===== src/rtl/serial_adder_pkg.sv =====
// Shared types and helpers for the bit-serial adder.
package serial_adder_pkg;

  typedef enum logic [1:0] {
    IDLE = 2'd0,
    RUN  = 2'd1,
    DONE = 2'd2
  } state_t;

  // Bit-counter width; never narrower than one bit.
  function automatic int unsigned cnt_width(input int unsigned w);
    return (w < 2) ? 1 : $clog2(w);
  endfunction

endpackage


===== src/rtl/serial_adder_if.sv =====
// Operand and result handshakes of the serial adder.
interface serial_adder_if #(
  parameter int unsigned WIDTH = 8
);
  logic             in_valid;
  logic             in_ready;
  logic [WIDTH-1:0] a;
  logic [WIDTH-1:0] b;
  logic             cin;
  logic             out_valid;
  logic             out_ready;
  logic [WIDTH-1:0] sum;
  logic             cout;

  modport master (
    output in_valid, a, b, cin, out_ready,
    input  in_ready, out_valid, sum, cout
  );

  modport slave (
    input  in_valid, a, b, cin, out_ready,
    output in_ready, out_valid, sum, cout
  );
endinterface


===== src/rtl/serial_adder_fa.sv =====
// Single combinational full-adder cell used by the serial datapath.
module full_adder_bit (
  input  logic a,
  input  logic b,
  input  logic cin,
  output logic s,
  output logic cout
);
  // Sum and carry of one bit position.
  always_comb begin
    s    = a ^ b ^ cin;
    cout = (a & b) | (cin & (a ^ b));
  end
endmodule


===== src/rtl/serial_adder.sv =====
// Bit-serial ripple adder: one sum bit per clock, LSB first.
module serial_adder
  import serial_adder_pkg::*;
#(
  parameter int unsigned WIDTH = 8
) (
  input logic            clk,
  input logic            rst,
  serial_adder_if.slave  bus
);
  localparam int unsigned CW = cnt_width(WIDTH);

  state_t           state_q, state_d;
  logic [WIDTH-1:0] a_q, a_d;
  logic [WIDTH-1:0] b_q, b_d;
  logic [WIDTH-1:0] sum_q, sum_d;
  logic             carry_q, carry_d;
  logic [CW-1:0]    cnt_q, cnt_d;
  logic             fa_s, fa_cout;

  full_adder_bit u_fa (
    .a    (a_q[0]),
    .b    (b_q[0]),
    .cin  (carry_q),
    .s    (fa_s),
    .cout (fa_cout)
  );

  // Handshake outputs decoded only from registered state.
  assign bus.in_ready  = (state_q == IDLE);
  assign bus.out_valid = (state_q == DONE);
  assign bus.sum       = sum_q;
  assign bus.cout      = carry_q;

  // Next-state and datapath update.
  always_comb begin
    state_d = state_q;
    a_d     = a_q;
    b_d     = b_q;
    sum_d   = sum_q;
    carry_d = carry_q;
    cnt_d   = cnt_q;
    case (state_q)
      IDLE: begin
        if (bus.in_valid) begin
          a_d     = bus.a;
          b_d     = bus.b;
          carry_d = bus.cin;
          cnt_d   = '0;
          state_d = RUN;
        end
      end
      RUN: begin
        a_d     = a_q >> 1;
        b_d     = b_q >> 1;
        carry_d = fa_cout;
        sum_d   = {fa_s, sum_q[WIDTH-1:1]};
        // Counter holds on the last bit; it is only cleared by the next load.
        if (cnt_q == CW'(WIDTH - 1)) state_d = DONE;
        else                         cnt_d   = cnt_q + CW'(1);
      end
      DONE: begin
        if (bus.out_ready) state_d = IDLE;
      end
      default: state_d = IDLE;
    endcase
  end

  // State and datapath registers with synchronous reset.
  always_ff @(posedge clk) begin
    if (rst) begin
      state_q <= IDLE;
      a_q     <= '0;
      b_q     <= '0;
      sum_q   <= '0;
      carry_q <= 1'b0;
      cnt_q   <= '0;
    end else begin
      state_q <= state_d;
      a_q     <= a_d;
      b_q     <= b_d;
      sum_q   <= sum_d;
      carry_q <= carry_d;
      cnt_q   <= cnt_d;
    end
  end
endmodule


===== src/flat_wrapper.sv =====
// flat-port wrapper written by rule: the top's interface ports become plain ports
module serial_adder_flat import serial_adder_pkg::*;
#(
  parameter int unsigned WIDTH = 8
)
  (clk, rst, bus_in_valid, bus_a, bus_b, bus_cin, bus_out_ready, bus_in_ready, bus_out_valid, bus_sum, bus_cout);
  serial_adder_if #(.WIDTH(WIDTH)) bus_i ();
  input logic clk;
  input logic rst;
  input wire logic [$bits(bus_i.in_valid)-1:0] bus_in_valid;
  input wire logic [$bits(bus_i.a)-1:0] bus_a;
  input wire logic [$bits(bus_i.b)-1:0] bus_b;
  input wire logic [$bits(bus_i.cin)-1:0] bus_cin;
  input wire logic [$bits(bus_i.out_ready)-1:0] bus_out_ready;
  output wire logic [$bits(bus_i.in_ready)-1:0] bus_in_ready;
  output wire logic [$bits(bus_i.out_valid)-1:0] bus_out_valid;
  output wire logic [$bits(bus_i.sum)-1:0] bus_sum;
  output wire logic [$bits(bus_i.cout)-1:0] bus_cout;
  assign bus_i.in_valid = bus_in_valid;
  assign bus_i.a = bus_a;
  assign bus_i.b = bus_b;
  assign bus_i.cin = bus_cin;
  assign bus_i.out_ready = bus_out_ready;
  assign bus_in_ready = bus_i.in_ready;
  assign bus_out_valid = bus_i.out_valid;
  assign bus_sum = bus_i.sum;
  assign bus_cout = bus_i.cout;
  serial_adder #(.WIDTH(WIDTH)) u_core (.clk(clk), .rst(rst), .bus(bus_i));
endmodule

===== config.mk =====
export PLATFORM = sky130hd
export DESIGN_NAME = serial_adder_flat
export DESIGN_NICKNAME = d
export VERILOG_FILES = /design/src/rtl/serial_adder_pkg.sv /design/src/rtl/serial_adder_if.sv /design/src/rtl/serial_adder_fa.sv /design/src/rtl/serial_adder.sv /design/src/flat_wrapper.sv
export SDC_FILE = /design/constraint.sdc
export NUM_CORES = 1
export LEC_CHECK = 0
export CAP_MARGIN = 20
export CORE_UTILIZATION = 40
export CTS_CLUSTER_DIAMETER = 60
export CTS_CLUSTER_SIZE = 8
export DETAILED_ROUTE_END_ITERATION = 8
export DONT_BUFFER_PORTS = 1
export GPL_ROUTABILITY_DRIVEN = 0
export SLEW_MARGIN = 20
export SYNTH_ARGS = -nofsm -noshare
export SYNTH_HDL_FRONTEND = slang
export SYNTH_HIERARCHICAL = 1
export SYNTH_SLANG_ARGS = --single-unit
export TNS_END_PERCENT = 100

===== constraint.sdc =====
create_clock -name clk -period 1.64 [get_ports clk]
set_input_delay 0.246 -clock clk [delete_from_list [all_inputs] [get_ports clk]]
set_output_delay 0.246 -clock clk [all_outputs]
set_load 0.005 [all_outputs]

# Yosys cells after proc, flatten, opt, wreduce, memory -nomap -nowiden
# Index checks and enable logic that the tools add are counted.
[totals] mem_count=0 in_bits=21 ff_bits=30 rom_bits=0 ram_bits=0 word_cells=37 latchBits=0
[classes] n_addsub=1 muxes=13 n_reduce_logical=5 n_div=0 n_mul=0 bitwise_logic=5 n_eq_ne=7 n_lt_le_gt_ge=0 n_shift=0
[op_table] op="8-bit case mux with 2 select lines" n=2
[op_table] op="8-bit 2-to-1 mux" n=2
[op_table] op="2-bit 2-to-1 mux" n=3
[op_table] op="3-bit 2-to-1 mux" n=2
[op_table] op="2-bit != test (second input constant)" n=3
[op_table] op="2-bit case mux with 3 select lines" n=1
[op_table] op="3-bit case mux with 2 select lines" n=1
[op_table] op="3-bit AND reduction" n=2
[op_table] op="3-bit by 1-bit adder with 3-bit output (second input constant)" n=1
[op_table] op="3-bit == test (second input constant)" n=1
[op_table] op="1-bit bitwise AND" n=2
[op_table] op="2-bit by 1-bit == test with 1-bit output (second input constant)" n=1
[op_table] op="2-bit == test (second input constant)" n=1
[op_table] op="2-bit zero test" n=1
[op_table] op="2-bit by 1-bit != test with 1-bit output (second input constant)" n=1
[op_table] op="1-bit case mux with 2 select lines" n=1
[op_table] op="2-bit AND reduction" n=1
[op_table] op="2-bit nonzero test" n=1
[op_table] op="1-bit bitwise XOR" n=2
[op_table] op="1-bit 2-to-1 mux" n=1
[op_table] op="1-bit bitwise OR" n=1

# Longest topological paths before layout
[logic_depth] word_depth=4 depth_mapped=5 ltp_nobuf=5

# Hierarchy
# Netlist, hierarchy kept.
[modules_own_cells] mod="serial_adder" area_per_inst_um2=1436.4 seq_area_each_um2=600.6 instances=1 cells_per_inst=142
[modules_own_cells] mod="full_adder_bit" area_per_inst_um2=20.0 seq_area_each_um2=0.0 instances=1 cells_per_inst=1

# Worst setup path before layout
# Ideal clock, no wire load.
[synth_path] kind="flip-flop to flip-flop" start="register u_core.cnt_q[0]" end="register u_core.cnt_q[0]" t_required_ps=1568 n_path_buf=0 arrival_time_ps=1139 stages_incl_launch_ff=6 slack_ps=428 cell_sequence="dfxtp_1 ha_1 ha_1 nor4b_1 a31oi_1 a21oi_1"
[synth_between] elab_chain_cells=3 word_cells_on_any_way=6
[synth_rtl] element="start: declaration" line="serial_adder.sv:18" rtl="logic [CW-1:0] cnt_q, cnt_d;"
[synth_rtl] element="start signal: assignment" line="serial_adder.sv:84" rtl="cnt_q <= cnt_d;"
[synth_rtl] element="3-bit by 1-bit adder with 3-bit output / 3-bit == test (equally long branches)" line="serial_adder.sv:60, serial_adder.sv:59"
[synth_rtl] element="3-bit 2-to-1 mux / 2-bit != test (equally long branches)"
[synth_rtl] element="3-bit case mux with 2 select lines / 3-bit AND reduction (equally long branches)"
# Parallel ways exist; a longest one is shown, timed or not. The select of a mux whose other input is x is not followed.
# A chain may end at the register's enable or synchronous reset.

# Worst setup path in the final report
[layout_path] start="register u_core.state_q[0]" end="output port bus_in_ready"
[layout_between] elab_chain_cells=1
[layout_rtl] element="start: declaration" line="serial_adder.sv:13" rtl="state_t state_q, state_d;"
[layout_rtl] element="start signal: assignment" line="serial_adder.sv:79" rtl="state_q <= state_d;"
[layout_rtl] element="2-bit zero test" line="serial_adder.sv:30" rtl="assign bus.in_ready = (state_q == IDLE);"
[layout_rtl] element="end: declaration" line="flat_wrapper.sv:15" rtl="output wire logic [$bits(bus_i.in_ready)-1:0] bus_in_ready;"
# Every way passes these cells.

==> impl_metrics.prom <==
# TYPE chip_impl_metric gauge
chip_impl_metric{name="num_vias",unit=""} 1026
chip_impl_metric{name="final_cell_count_no_fill",unit=""} 193
chip_impl_info{name="result_of_the_run",value="finished clean"} 1
chip_impl_metric{name="placed_instances",unit=""} 184
chip_impl_metric{name="port_buffers",unit=""} 0
chip_impl_metric{name="synth-async-reset-ratio",unit="%"} 0
chip_impl_metric{name="post_cts.repair.setup_buffers",unit=""} 0
chip_impl_metric{name="leakage",unit="nW"} 0.568
chip_impl_metric{name="power.density",unit="mW/mm^2"} 942
chip_impl_info{name="synth-main-ff-cell",value="sky130_fd_sc_hd__dfxtp_1"} 1
chip_impl_metric{name="synthDominantCellAreaShare",unit="%"} 41.2
chip_impl_info{name="synth_most_common_cell",value="sky130_fd_sc_hd__dfxtp_1"} 1
chip_impl_info{name="unrepaired_setup_endpoints_after_global_routing",value="false"} 1
chip_impl_metric{name="setup-violations-final",unit=""} 0
chip_impl_metric{name="cts_hold_buf",unit=""} 1
chip_impl_metric{name="wire_per_inst",unit="um"} 13.7
chip_impl_metric{name="fin_crit_sh",unit="%"} 88.2
chip_impl_metric{name="yosysSeqAreaShare",unit="%"} 41.2
chip_impl_metric{name="critical_path_peak_fanout",unit=""} 12
chip_impl_metric{name="vias_in_the_first_global_route",unit=""} 1003
chip_impl_metric{name="grt_pass1_wl",unit="mm"} 4.60
chip_impl_metric{name="max_clock_freq",unit="MHz"} 692
chip_impl_metric{name="worst_setup_skew_after_layout",unit="ps"} 4.35
chip_impl_info{name="yosys-top-cells-area",value="sky130_fd_sc_hd__dfxtp_1 41%, sky130_fd_sc_hd__a211oi_2 13%, sky130_fd_sc_hd__mux2i_1 11%, sky130_fd_sc_hd__nor2_2 6.4%, sky130_fd_sc_hd__nand2_1 4.9%"} 1
chip_impl_metric{name="worst_ep_required_time",unit="ps"} 1390
chip_impl_metric{name="drt_iter0_markers",unit=""} 39
chip_impl_metric{name="nFillCells",unit=""} 342
chip_impl_metric{name="globalRoute.totalOverflow",unit=""} 0
chip_impl_metric{name="max_cap_viol_count",unit=""} 0
chip_impl_metric{name="ant_nets",unit=""} 0
chip_impl_metric{name="clockBufferDepth",unit=""} 2
chip_impl_metric{name="tightest_slew",unit="ps"} 382
chip_impl_metric{name="cts_resized",unit=""} 0
chip_impl_metric{name="report.final.slew_viol_count",unit=""} 0
chip_impl_metric{name="routed_via_density",unit=""} 5.32
chip_impl_metric{name="boundaryPins",unit=""} 32
chip_impl_metric{name="die_h",unit="um"} 62.3
chip_impl_metric{name="yosys.cell_types.count",unit=""} 25
chip_impl_metric{name="setup-tns-final",unit="ps"} 0
chip_impl_metric{name="floorplan.core_area",unit="mm^2"} 0.00342
chip_impl_metric{name="rows",unit=""} 21
chip_impl_metric{name="worst_slew_margin_rel",unit="%"} 74.4
chip_impl_metric{name="ys.warnings.count",unit=""} 6
chip_impl_metric{name="ctsHtreeMaxLevel",unit=""} 2
chip_impl_metric{name="synth_edf_count",unit=""} 0
chip_impl_metric{name="fp.dieW",unit="um"} 62.3
chip_impl_metric{name="firstDrtPassIters",unit=""} 4
chip_impl_info{name="worstSetupPathType",value="flip-flop to primary output"} 1
chip_impl_info{name="cts_tree",value="done"} 1
chip_impl_metric{name="grt_start_max_net_pins",unit=""} 31
chip_impl_metric{name="finalCriticalPeriod",unit="ps"} 1450
chip_impl_metric{name="insertion_delay",unit="ps"} 320
chip_impl_metric{name="dp_hpwl",unit="mm"} 1.89
chip_impl_metric{name="crit_arrival",unit="ps"} 1200
chip_impl_metric{name="post_synth.cell_area_avg",unit="um^2"} 10.2
chip_impl_metric{name="post_route_cells_drive_above_1_share",unit="%"} 31.3
chip_impl_metric{name="floorplan.die_area",unit="mm^2"} 0.00389
chip_impl_metric{name="synthCells",unit=""} 143
chip_impl_metric{name="global_route_total_usage_across_every_layer",unit="%"} 15.4
chip_impl_metric{name="synth_fp_nets",unit=""} 167
chip_impl_metric{name="clk_transition_reported_paths",unit="ps"} 90
chip_impl_metric{name="clkSinkCount",unit=""} 30
chip_impl_metric{name="numCtsBuffers",unit=""} 5
chip_impl_metric{name="layout.nets",unit=""} 170
chip_impl_info{name="min-delay-path-class",value="input pin to flip-flop"} 1
chip_impl_info{name="kind_of_start_point_of_the_critical_path",value="flip-flop"} 1
chip_impl_info{name="synth_top_cell_by_area",value="sky130_fd_sc_hd__dfxtp_1"} 1
chip_impl_metric{name="antenna_found_initial",unit=""} 0
chip_impl_metric{name="syn_area",unit="mm^2"} 0.00146
chip_impl_metric{name="post-route-drc-count",unit=""} 0
chip_impl_info{name="synthTopCellsByCount",value="30 x sky130_fd_sc_hd__dfxtp_1, 19 x sky130_fd_sc_hd__nand2_1, 16 x sky130_fd_sc_hd__mux2i_1"} 1
chip_impl_metric{name="ys_seq_elements",unit=""} 30
chip_impl_metric{name="detail_route.wirelength",unit="mm"} 2.64
chip_impl_info{name="root_buf_cell",value="sky130_fd_sc_hd__clkbuf_4"} 1
chip_impl_metric{name="diode_count",unit=""} 0
chip_impl_metric{name="area.growth.synth_to_final",unit="%"} 7.47
chip_impl_metric{name="power.ir.vdd_worst",unit="mV"} 0.471
chip_impl_metric{name="starting_utilization_of_the_core_area",unit="%"} 42.6
chip_impl_metric{name="fin_util",unit="%"} 45.8
chip_impl_info{name="worstSetupEndpointType",value="primary output"} 1
chip_impl_metric{name="number_of_failing_hold_endpoints_at_the_final_stage",unit=""} 0
power breakdown:
part	switching (W)	total, W	internal [W]
combinational	0.000114	0.000217	0.000103
sequential	0.0000350	0.000808	0.000773
clock	0.000243	0.000450	0.000207
through the flow:
stage / setup WS [ps] / power (W) / hold WS (ps) / cell area (um^2)
6_report: 194 / 0.00147 / 107 / 1570
5_1_grt: 91.8 / 0.00156 / 98.0 / 1570
4_1_cts: 166 / 0.00150 / 93.5 / 1570
3_5_place_dp: 331 / 0.00103 / 315 / 1490
3_3_place_gp: 387 / 0.00102 / 314 / 1490
2_1_floorplan: 428 / 0.00101 / 412 / 1460
layout by cell type (no fill, tap or decap), types with 4 or more instances in the layout:
cell / n
sky130_fd_sc_hd__nand2_1: 19
sky130_fd_sc_hd__clkbuf_4: 5
sky130_fd_sc_hd__nand3_1: 4
sky130_fd_sc_hd__nor2_2: 15
sky130_fd_sc_hd__a21oi_1: 9
sky130_fd_sc_hd__dfxtp_1: 30
sky130_fd_sc_hd__nor2_1: 5
sky130_fd_sc_hd__a211oi_2: 15
sky130_fd_sc_hd__mux2i_1: 16
sky130_fd_sc_hd__buf_4: 5
critical path: stages, from the launching register on:
cell                      delay, ps
sky130_fd_sc_hd__dfxtp_1        360
sky130_fd_sc_hd__buf_4          190
sky130_fd_sc_hd__nor2_1         180
sky130_fd_sc_hd__buf_4          150
registers in the layout (all words and copies together), names as in the netlist:
| register | flops |
|---|---|
| u_core/state_q | 2 |
| u_core/cnt_q | 3 |
| u_core/bus.cout | 1 |
| u_core/bus.sum | 8 |
| u_core/b_q | 8 |
| u_core/a_q | 8 |
worst paths after layout:
check,endpoint,depth (start not counted),startpoint,slack [ps]
worst min register to register,u_core/bus.sum[0]$_SDFFE_PP0N_,2,u_core/bus.sum[0]$_SDFFE_PP0N_,480
worst max-delay path,bus_in_ready,3,u_core/state_q[0]$_SDFFE_PP0P_,190
worst max register to register,u_core/cnt_q[0]$_SDFFE_PP0P_,5,u_core/cnt_q[0]$_SDFFE_PP0P_,320
worst min-delay path,u_core/b_q[7]$_SDFFE_PP0P_,2,bus_in_valid,110
logic make-up after synthesis:
logic type / after synthesis / share of synthesized area (%)
AND/OR/NAND/NOR: 48 / 16.2
AO/OA/AOI/OAI: 32 / 20.6
flip-flops: 30 / 41.2
multiplexers: 16 / 11.0
buffers and inverters: 14 / 7.82
adder cells (fa/ha/maj): 3 / 3.09
per-layer routing:
layer / wire, um / vias up / track usage [%]
li1: - / 510 / -
met1: 1090 / 475 / 16.2
met2: 1270 / 37 / 25.3
met3: 239 / 4 / 7.72
met4: 43 / 0 / 7.85
met5: 0 / - / 0
final cells by class:
class | count | area, um^2 | share of cell area, %
Tap cell | 46 | 57.6 | 3.68
Inverter | 2 | 7.51 | 0.480
Timing Repair Buffer | 8 | 97.6 | 6.24
Clock buffer | 7 | 55.1 | 3.52
Clock inverter | 1 | 5.00 | 0.320
Multi-Input combinational cell | 99 | 742 | 47.4
Sequential cell | 30 | 601 | 38.4
Note: power is estimated with default switching activity, not from simulation.
